==> src/rtl/ccip_rdreq_arbiter.sv <==
// Round-robin arbiter sharing the CCI-P C0 Tx read-request channel between
// NUM_REQ requesters. Requests are tagged with {seq, id} in mdata, each
// requester is limited to MAX_OUTSTANDING in-flight reads, and C0 Rx read
// responses are steered back to the requester named in the returned tag.
module ccip_rdreq_arbiter #(
  parameter int unsigned NUM_REQ         = 4,
  parameter int unsigned MAX_OUTSTANDING = 8,
  parameter int unsigned ADDR_WIDTH      = 42
) (
  input  logic                          clk,
  input  logic                          SoftReset_n,
  input  logic                          arb_enable,
  input  logic [NUM_REQ-1:0]            req_valid,
  output logic [NUM_REQ-1:0]            req_ready,
  input  logic [NUM_REQ*ADDR_WIDTH-1:0] req_addr,
  input  logic [NUM_REQ*2-1:0]          req_vc,
  input  logic [NUM_REQ*4-1:0]          req_reqtype,
  input  logic                          C0TxAlmFull,
  output logic                          C0TxRdValid,
  output logic [1:0]                    C0TxHdr_vc,
  output logic [3:0]                    C0TxHdr_reqtype,
  output logic [ADDR_WIDTH-1:0]         C0TxHdr_addr,
  output logic [15:0]                   C0TxHdr_mdata,
  input  logic                          C0RxRdValid,
  input  logic [15:0]                   C0RxHdr_mdata,
  input  logic [511:0]                  C0RxData,
  output logic [NUM_REQ-1:0]            rsp_valid,
  output logic [511:0]                  rsp_data,
  output logic [7:0]                    rsp_seq,
  output logic [NUM_REQ*8-1:0]          outstanding,
  output logic                          idle,
  output logic                          err_badtag,
  output logic                          err_underflow
);

  localparam int unsigned PtrW   = (NUM_REQ > 1) ? $clog2(NUM_REQ) : 1;
  localparam logic [7:0]  MaxOut = 8'(MAX_OUTSTANDING);

  // State
  logic [PtrW-1:0]       rr_ptr_q, rr_ptr_d;
  logic [7:0]            seq_q [NUM_REQ];
  logic [7:0]            seq_d [NUM_REQ];
  logic [7:0]            cnt_q [NUM_REQ];
  logic [7:0]            cnt_d [NUM_REQ];
  logic                  tx_valid_q, tx_valid_d;
  logic [1:0]            tx_vc_q, tx_vc_d;
  logic [3:0]            tx_type_q, tx_type_d;
  logic [ADDR_WIDTH-1:0] tx_addr_q, tx_addr_d;
  logic [15:0]           tx_mdata_q, tx_mdata_d;
  logic [NUM_REQ-1:0]    rsp_valid_q, rsp_valid_d;
  logic [511:0]          rsp_data_q, rsp_data_d;
  logic [7:0]            rsp_seq_q, rsp_seq_d;
  logic                  err_badtag_q, err_badtag_d;
  logic                  err_underflow_q, err_underflow_d;

  // Arbitration signals
  logic [NUM_REQ-1:0]    eligible;
  logic                  grant_found;
  logic                  grant_go;
  logic [PtrW-1:0]       grant_idx;
  logic [PtrW-1:0]       scan_idx;
  logic [ADDR_WIDTH-1:0] sel_addr;
  logic [1:0]            sel_vc;
  logic [3:0]            sel_type;
  logic [7:0]            sel_seq;

  // Response decode
  logic [7:0]            rsp_id;
  logic                  rsp_id_ok;
  logic                  rsp_hit;
  logic [NUM_REQ-1:0]    rsp_sel;
  logic                  underflow_hit;
  logic                  any_outstanding;

  assign rsp_id    = C0RxHdr_mdata[7:0];
  assign rsp_id_ok = (rsp_id < 8'(NUM_REQ));
  assign rsp_hit   = C0RxRdValid && rsp_id_ok;

  // Eligibility and rotating first-eligible search starting at rr_ptr
  always_comb begin
    grant_found = 1'b0;
    grant_idx   = '0;
    scan_idx    = '0;
    for (int unsigned i = 0; i < NUM_REQ; i++) begin
      eligible[i] = req_valid[i] && (cnt_q[i] < MaxOut);
    end
    for (int unsigned k = 0; k < NUM_REQ; k++) begin
      scan_idx = PtrW'((32'(rr_ptr_q) + k) % NUM_REQ);
      if (!grant_found && eligible[scan_idx]) begin
        grant_found = 1'b1;
        grant_idx   = scan_idx;
      end
    end
  end

  // Almost-full and enable gate the grant in the same cycle (no skid)
  assign grant_go = arb_enable && !C0TxAlmFull && grant_found;

  // One-hot ready and header mux for the winning requester
  always_comb begin
    sel_addr = '0;
    sel_vc   = '0;
    sel_type = '0;
    sel_seq  = '0;
    for (int unsigned i = 0; i < NUM_REQ; i++) begin
      req_ready[i] = grant_go && (grant_idx == PtrW'(i));
      if (req_ready[i]) begin
        sel_addr = req_addr[i*ADDR_WIDTH +: ADDR_WIDTH];
        sel_vc   = req_vc[i*2 +: 2];
        sel_type = req_reqtype[i*4 +: 4];
        sel_seq  = seq_q[i];
      end
    end
  end

  // Next-state for Tx header, pointer, per-requester counters and response path
  always_comb begin
    tx_valid_d = grant_go;
    tx_vc_d    = tx_vc_q;
    tx_type_d  = tx_type_q;
    tx_addr_d  = tx_addr_q;
    tx_mdata_d = tx_mdata_q;
    rr_ptr_d   = rr_ptr_q;
    if (grant_go) begin
      tx_vc_d    = sel_vc;
      tx_type_d  = sel_type;
      tx_addr_d  = sel_addr;
      tx_mdata_d = {sel_seq, 8'(grant_idx)};
      rr_ptr_d   = (grant_idx == PtrW'(NUM_REQ - 1)) ? '0 : grant_idx + PtrW'(1);
    end

    underflow_hit = 1'b0;
    for (int unsigned i = 0; i < NUM_REQ; i++) begin
      rsp_sel[i] = rsp_hit && (rsp_id == 8'(i));
      seq_d[i]   = req_ready[i] ? seq_q[i] + 8'd1 : seq_q[i];
      cnt_d[i]   = cnt_q[i];
      // A response for a requester with nothing in flight strobes but never decrements
      if (rsp_sel[i] && (cnt_q[i] == 8'd0)) begin
        underflow_hit = 1'b1;
      end
      if (req_ready[i] && !(rsp_sel[i] && (cnt_q[i] != 8'd0))) begin
        cnt_d[i] = cnt_q[i] + 8'd1;
      end else if (!req_ready[i] && rsp_sel[i] && (cnt_q[i] != 8'd0)) begin
        cnt_d[i] = cnt_q[i] - 8'd1;
      end
    end

    rsp_valid_d     = rsp_sel;
    rsp_data_d      = rsp_hit ? C0RxData : rsp_data_q;
    rsp_seq_d       = rsp_hit ? C0RxHdr_mdata[15:8] : rsp_seq_q;
    err_badtag_d    = err_badtag_q || (C0RxRdValid && !rsp_id_ok);
    err_underflow_d = err_underflow_q || underflow_hit;
  end

  // State registers with asynchronous active-low reset
  always_ff @(posedge clk or negedge SoftReset_n) begin
    if (!SoftReset_n) begin
      rr_ptr_q        <= '0;
      tx_valid_q      <= 1'b0;
      tx_vc_q         <= '0;
      tx_type_q       <= '0;
      tx_addr_q       <= '0;
      tx_mdata_q      <= '0;
      rsp_valid_q     <= '0;
      rsp_data_q      <= '0;
      rsp_seq_q       <= '0;
      err_badtag_q    <= 1'b0;
      err_underflow_q <= 1'b0;
      for (int unsigned i = 0; i < NUM_REQ; i++) begin
        seq_q[i] <= '0;
        cnt_q[i] <= '0;
      end
    end else begin
      rr_ptr_q        <= rr_ptr_d;
      tx_valid_q      <= tx_valid_d;
      tx_vc_q         <= tx_vc_d;
      tx_type_q       <= tx_type_d;
      tx_addr_q       <= tx_addr_d;
      tx_mdata_q      <= tx_mdata_d;
      rsp_valid_q     <= rsp_valid_d;
      rsp_data_q      <= rsp_data_d;
      rsp_seq_q       <= rsp_seq_d;
      err_badtag_q    <= err_badtag_d;
      err_underflow_q <= err_underflow_d;
      for (int unsigned i = 0; i < NUM_REQ; i++) begin
        seq_q[i] <= seq_d[i];
        cnt_q[i] <= cnt_d[i];
      end
    end
  end

  // Packed count output and idle detection
  always_comb begin
    any_outstanding = 1'b0;
    for (int unsigned i = 0; i < NUM_REQ; i++) begin
      outstanding[i*8 +: 8] = cnt_q[i];
      if (cnt_q[i] != 8'd0) begin
        any_outstanding = 1'b1;
      end
    end
  end

  assign idle            = !any_outstanding && !tx_valid_q;
  assign C0TxRdValid     = tx_valid_q;
  assign C0TxHdr_vc      = tx_vc_q;
  assign C0TxHdr_reqtype = tx_type_q;
  assign C0TxHdr_addr    = tx_addr_q;
  assign C0TxHdr_mdata   = tx_mdata_q;
  assign rsp_valid       = rsp_valid_q;
  assign rsp_data        = rsp_data_q;
  assign rsp_seq         = rsp_seq_q;
  assign err_badtag      = err_badtag_q;
  assign err_underflow   = err_underflow_q;

endmodule

==> config.mk <==
export PLATFORM = sky130hd
export DESIGN_NAME = ccip_rdreq_arbiter
export DESIGN_NICKNAME = d
export VERILOG_FILES = /design/src/rtl/ccip_rdreq_arbiter.sv
export SDC_FILE = /design/constraint.sdc
export NUM_CORES = 1
export LEC_CHECK = 0
export CAP_MARGIN = 20
export CORE_AREA = 4 4 524 526
export DETAILED_ROUTE_END_ITERATION = 6
export DIE_AREA = 0 0 528 530
export GPL_TIMING_DRIVEN = 0
export PLACE_DENSITY = 0.33
export SYNTH_ARGS = -nofsm -noshare
export SYNTH_HDL_FRONTEND = slang
export SYNTH_SLANG_ARGS = --single-unit
==> constraint.sdc <==
create_clock -name clk -period 4.54 [get_ports clk]
set_input_delay 1.135 -clock clk [delete_from_list [all_inputs] [get_ports clk]]
set_output_delay 1.135 -clock clk [all_outputs]
set_load 0.1 [all_outputs]
* Word level (Yosys, flattened, before mapping)
Cells that the tools add are included.
** Word-level totals
- Bits in registers :: 651
- Bits of input ports :: 729
- Output and inout port bits :: 628
- Word-level logic and storage cells :: 170
** Operators by class
- $add $sub $neg :: 16
- $lt $le $gt $ge :: 9
- Equal/unequal tests :: 6
- Mux-type cells :: 49
- Reductions and logical operators :: 71
** Operators with widths (count)
- $mux W42 :: 4
- $mux W8 :: 12
- $add A8 B1 Y8 const B :: 8
- $logic_and A1 B1 Y1 :: 40
- $logic_not A8 Y1 :: 5
- $lt A8 B4 Y1 const B :: 4
- $reduce_bool A8 Y1 :: 4
- $sub A8 B1 Y8 const B :: 4
- $mux W2 :: 9
- $eq A8 B2 Y1 const B :: 2
- $mux W1 :: 16
- $mux W4 :: 4
- $logic_not A1 Y1 :: 15
- $lt A2 B3 Y1 const B :: 4
- $bmux W1 S2 :: 4
- $eq A8 B1 Y1 const B :: 1
- $lt A8 B3 Y1 const B :: 1
- $reduce_bool A2 Y1 :: 4
- $add A2 B1 Y2 const B :: 2
- $add A2 B2 Y2 const B :: 2
- $eq A2 B2 Y1 const B :: 2
- $eq A2 B1 Y1 const B :: 1
- $logic_not A2 Y1 :: 1
- $logic_or A1 B1 Y1 :: 2

* Logic depth before layout (Yosys ltp)
- Depth in word-level cells :: 21
- Depth in mapped cells :: 18
- Depth with buffers taken out :: 17

* Least setup slack after synthesis
Ideal clock, no wire load.
- Path kind :: input to register
- From :: input req_valid[0]
- To :: register cnt_q (netlist bit outstanding[7])
- Library setup time :: 0.140 ns
- Arrival time :: 5.128 ns
- Required time :: 4.400 ns
- Path slack :: -0.728 ns
- Cell stages on the path :: 17
- Path buffers :: 3
- Path through :: nor2b_1 and2_1 buf_2 nor4_1 nand4b_1 ha_1 clkbuf_1 nand2_1 a41oi_2 buf_2 nand2_1 ha_1 a21oi_1 o211ai_1 o41ai_1 or2_2 o2111ai_1
** Between the ends
- Cells in the longest elaborated chain, start to end :: 19
- Elaborated cells between the ends (all ways) :: 32
- Classes of those cells :: mux: 17; reduce/logical: 15
** Ends and longest elaborated chain
- start, declared :: line 13 : input logic [NUM_REQ-1:0] req_valid,
- $logic_and A1 B1 Y1 (*) :: line 85 : eligible[i] = req_valid[i] && (cnt_q[i] < MaxOut);
- $bmux W1 S2 :: line 89 : if (!grant_found && eligible[scan_idx]) begin
- $mux W1 (not written as such) :: line 89
- $mux W1 :: line 89
- $logic_not A1 Y1 :: line 89
- $logic_and A1 B1 Y1 :: line 89
- $mux W1 :: line 89
- $logic_not A1 Y1 :: line 89
- [3 not listed]
- $logic_and A1 B1 Y1 :: line 89
- $mux W2 or $mux W1 (tied branches) :: line 89
- $logic_not A2 Y1 or $logic_and A1 B1 Y1 (tied branches) :: line 106, 97
- $logic_and A1 B1 Y1 (*) :: line 106 : req_ready[i] = grant_go && (grant_idx == PtrW'(i));
- named net req_ready[0] :: line 14 : output logic [NUM_REQ-1:0] req_ready,
- $logic_not A1 Y1 :: line 143 : end else if (!req_ready[i] && rsp_sel[i] && (cnt_q[i] != 8'd0)) begin
- $logic_and A1 B1 Y1 (2 in a row) :: line 143
- $reduce_bool A2 Y1 (no source line)
- end signal, assigned by index :: line 187 : cnt_q[i] <= cnt_d[i];
- end, declared :: line 43 : logic [7:0] cnt_q [NUM_REQ];
Mark *: on every way through the listed nets, which the timed path passes. The rest lies on a longest branch. The select of a mux whose other input is x is not followed.
A chain may end at the register's enable or synchronous reset.

* Worst setup path in the final report
- From :: input req_valid[3]
- To :: output req_ready[3]
** Between the ends
- Cells in the longest elaborated chain, start to end :: 15
- Elaborated cells between the ends (all ways) :: 26
- Classes of those cells :: eq/ne: 1; mux: 16; reduce/logical: 9
** Ends and longest elaborated chain
- $logic_and A1 B1 Y1 (*) :: line 85
- $bmux W1 S2 :: line 89
- $mux W1 (not written as such) :: line 89
- $mux W1 :: line 89
- $logic_not A1 Y1 :: line 89
- $logic_and A1 B1 Y1 :: line 89
- $mux W1 :: line 89
- $logic_not A1 Y1 :: line 89
- $logic_and A1 B1 Y1 :: line 89
- $mux W1 :: line 89
- $logic_not A1 Y1 :: line 89
- $logic_and A1 B1 Y1 :: line 89
- $mux W2 (*) :: line 89
- named net grant_idx[0] :: line 60 : logic [PtrW-1:0] grant_idx;
- $eq A2 B2 Y1 (*) :: line 106
- $logic_and A1 B1 Y1 (*) :: line 106
- end, declared :: line 14
Marks and branches as above.

==> results.toml <==
[status]
status = "finished, final reports clean"

[die]
num_io_pins = 1357
die_h_microns = 530
num_rows = 191
start_util_pct = 10.37
core_area_sq_mm = 0.2700
die_area_sq_mm = 0.2798
die_w_microns = 528

[drt]
first_pass_iters = 5
drt-total-wl_mm = 199.5
vias = 28191
drc_errors = 0
wl_per_cell_microns = 23.96
vias_per_cell = 3.385
antenna_left = 0
drt_iter0_drc = 1345

[flow_run]
maxCapViolCount = 0

[cts]
clockRootBuffer = "clkbuf_16"
h-tree-depth = 3
numClockSinks = 651
insertion_delay_ns = 0.70
cts_inserted_buffers = 94
cts.clk_slew.worst_paths_ns = 0.06
cts_buffer_depth = 3
cts_tree = "yes"

[logic_synthesis]
synth-edff-count = 0
synth_top_family_by_area = "simple AND/OR/NAND/NOR gates"
synth_area_sq_mm = 0.02801
synth_mux_area_share_pct = 1.599
yosysWarnings = 0
synth-main-ff-cell = "dfrtp_1"
synth_cells = 3132
synth_compound_area_share_pct = 6.755
yosysSeqAreaShare_pct = 58.16
synthAdderAreaFrac_pct = 1.715
postSynth.asyncResetShare_pct = 100.0
synth_seq_cells = 651
synth_xor_area_share_pct = 1.908
syn_avg_cell_area_sq_um = 8.943
synthSimpleGateAreaFrac_pct = 26.88
synth.distinct_cells = 70

[sta]
fin_ws_ns = 0.1548
worstMarginPinSlew_ns = 1.201
slew_violations = 0
setup_viol = 0
hold_viol = 0
fin_hold_ws_ns = 0.3671
slew_headroom_pct = 19.66
finClkSkew_ns = 0.04040
finalWorstPathRequiredPeriod_ns = 4.385
fin_crit_sh_pct = 96.59
max_freq_mhz = 228.0

[pwr]
leakagePower_nw = 22.47
p_sw_share_pct = 50.37
combPwrFrac_pct = 52.5
irDropWorstVdd_v = 0.0002817
p_int_mw = 16.16
power.density_mw_per_mm2 = 638.5
sequentialPowerShare_pct = 23.8
power_switching_mw = 16.40
pwr-share-clk_pct = 23.7

[setup_path]
critPathKind = "input pin to output port"
start_kind = "input pin"
arrival_ns = 3.25
cp_max_fo = 10
endpoint_kind = "output port"
critPathRequiredTime_ns = 3.40

[grt]
grt_max_degree = 96
grt_usage_pct = 13.67
antenna_found_initial = 65
grt_pass1_wl_mm = 266.5
grt_pass1_vias = 30030
grt_overflow = 0

[finish]
nNetsFinal = 5436
final_common_cell = "nand2_1"
final_cell_mix = "1680 x nand2_1, 1335 x clkdlybuf4s50_1, 645 x dfrtp_1"
syn_to_final_growth_pct = 82.04
drive_gt1_share_pct = 7.460
fillers = 30177

[worst_hold_path]
hold_class = "input pin to async pin"

[placement]
gp_congestion = 0.9151
pre_cts_slack_ns = -2.439
port_buffers = 1349
hpwl_mm = 166.0
kinds of logic after synthesis:
logic type | count (synthesis)
AOI/OAI and AO/OA | 280
DFF | 651
xor gates and xnor gates | 55
muxes | 38
other | 1
and+or+nand+nor | 1868
adders and majority gates | 36
buffers and inverters | 203
power by group through the flow:
| stage | Clock [mW] | Sequential, mW | Combinational [mW] |
|---|---|---|---|
| 2_1_floorplan | 0 | 14.8 | 3.80 |
| 3_3_place_gp | 0 | 7.85 | 16.5 |
| 3_5_place_dp | 0 | 7.83 | 16.8 |
| 4_1_cts | 8.09 | 7.78 | 17.2 |
| 5_1_grt | 8.30 | 7.91 | 17.8 |
| 6_report | 7.71 | 7.76 | 17.1 |
sequential cells by signal, summed over array words and instances (netlist names):
name / cells
C0TxHdr_vc: 2
C0TxHdr_addr: 42
rsp_data: 512
rsp_valid: 4
rr_ptr_q: 2
err_badtag: 1
C0TxHdr_mdata: 10
err_underflow: 1
seq_q: 32
C0TxRdValid: 1
rsp_seq: 8
outstanding: 32
C0TxHdr_reqtype: 4
path summary, 6_finish.rpt:
| kind | start | depth (start not counted) | slack (ns) | endpoint |
|---|---|---|---|---|
| max reg2reg | outstanding[14] | 18 | 0.36 | outstanding[14] |
| max in group asynchronous | SoftReset_n | 4 | 2.12 | rsp_data[169] |
| min | SoftReset_n | 1 | 0.37 | C0TxHdr_addr[19] |
| min reg2reg | err_badtag | 1 | 0.46 | err_badtag |
| min in group clk | err_badtag | 1 | 0.46 | err_badtag |
| max | req_valid[3] | 12 | 0.15 | req_ready[3] |
Yosys cell counts, types with 5 or more instances:
cell type	n	area (sq um)
a31oi_1	11	68.82
buf_2	16	80.08
and3_1	9	56.30
mux2_2	5	56.30
a21oi_1	106	530.5
dfrtp_1	651	16290
mux2_1	15	168.9
xor2_1	9	78.83
buf_1	6	22.52
and2_1	16	100.1
nand4_1	17	106.4
o211ai_1	52	390.4
nor4_1	5	31.28
mux2i_1	11	110.1
buf_4	6	45.04
mux2_4	6	90.09
nor3_1	12	60.06
inv_1	13	48.80
o21ai_0	7	35.03
nand3b_1	44	330.3
a21o_1	19	142.6
nand3_1	14	70.07
ha_1	32	400.4
nor2_1	18	67.56
xnor2_1	42	367.9
o31ai_1	10	75.07
o21a_1	43	322.8
nor2b_1	18	112.6
clkbuf_1	156	585.6
nand2_1	1688	6336
critical path, cell delays in order:
cell and delay, ns:
dlygate4sd2_1 0.24, nor2b_2 0.16, and2_4 0.19, buf_4 0.14
nor4_4 0.16, and4b_2 0.30, buf_4 0.15, ha_4 0.19
clkbuf_16 0.19, nand2_1 0.11, clkinvlp_4 0.09, buf_6 0.18
final cells by class:
cell class	instances	area [sq um]	share of cell area, %
diodes	12	30.03	0.05890
plain buffers	181	799.5	1.568
clock buffers	141	2800	5.492
clock inverters	29	394.1	0.7730
inverters	16	80.08	0.1571
multi-input cells	2283	11160	21.88
flip-flops and latches	651	16300	31.97
well taps	3570	4467	8.761
repair buffers	1444	14960	29.34
through the flow:
stage,cell area [sq um],setup TNS (ns),std cells,util [%],power [mW]
floorplan,28110,0,3137,-,18.63
global placement,46080,-,8056,17.06,24.37
detailed placement,47160,-74.07,8107,17.46,24.63
CTS,50800,0,8301,18.81,33.07
global route,50970,-0.001731,8319,18.87,34.03
finish,50990,0,8327,18.88,32.55
per-layer routing:
metal	vias to the layer above	track usage (%)	routed length [microns]
li1	13114	-	-
met4	74	4.398	6618
met1	13547	14.63	73970
met3	269	6.351	20780
met5	-	0	467
met2	1187	23.80	97710
what timing repair did:
| action | CTS | global route |
|---|---|---|
| pin swaps | 15 | 8 |
| resized for setup | 89 | 12 |
| setup endpoints to repair | 32 | 5 |
| hold endpoints to repair | 0 | 0 |
| hold buffers | 0 | 0 |
| setup buffers | 28 | 15 |
No activity file was read; power rests on OpenSTA's default activity.
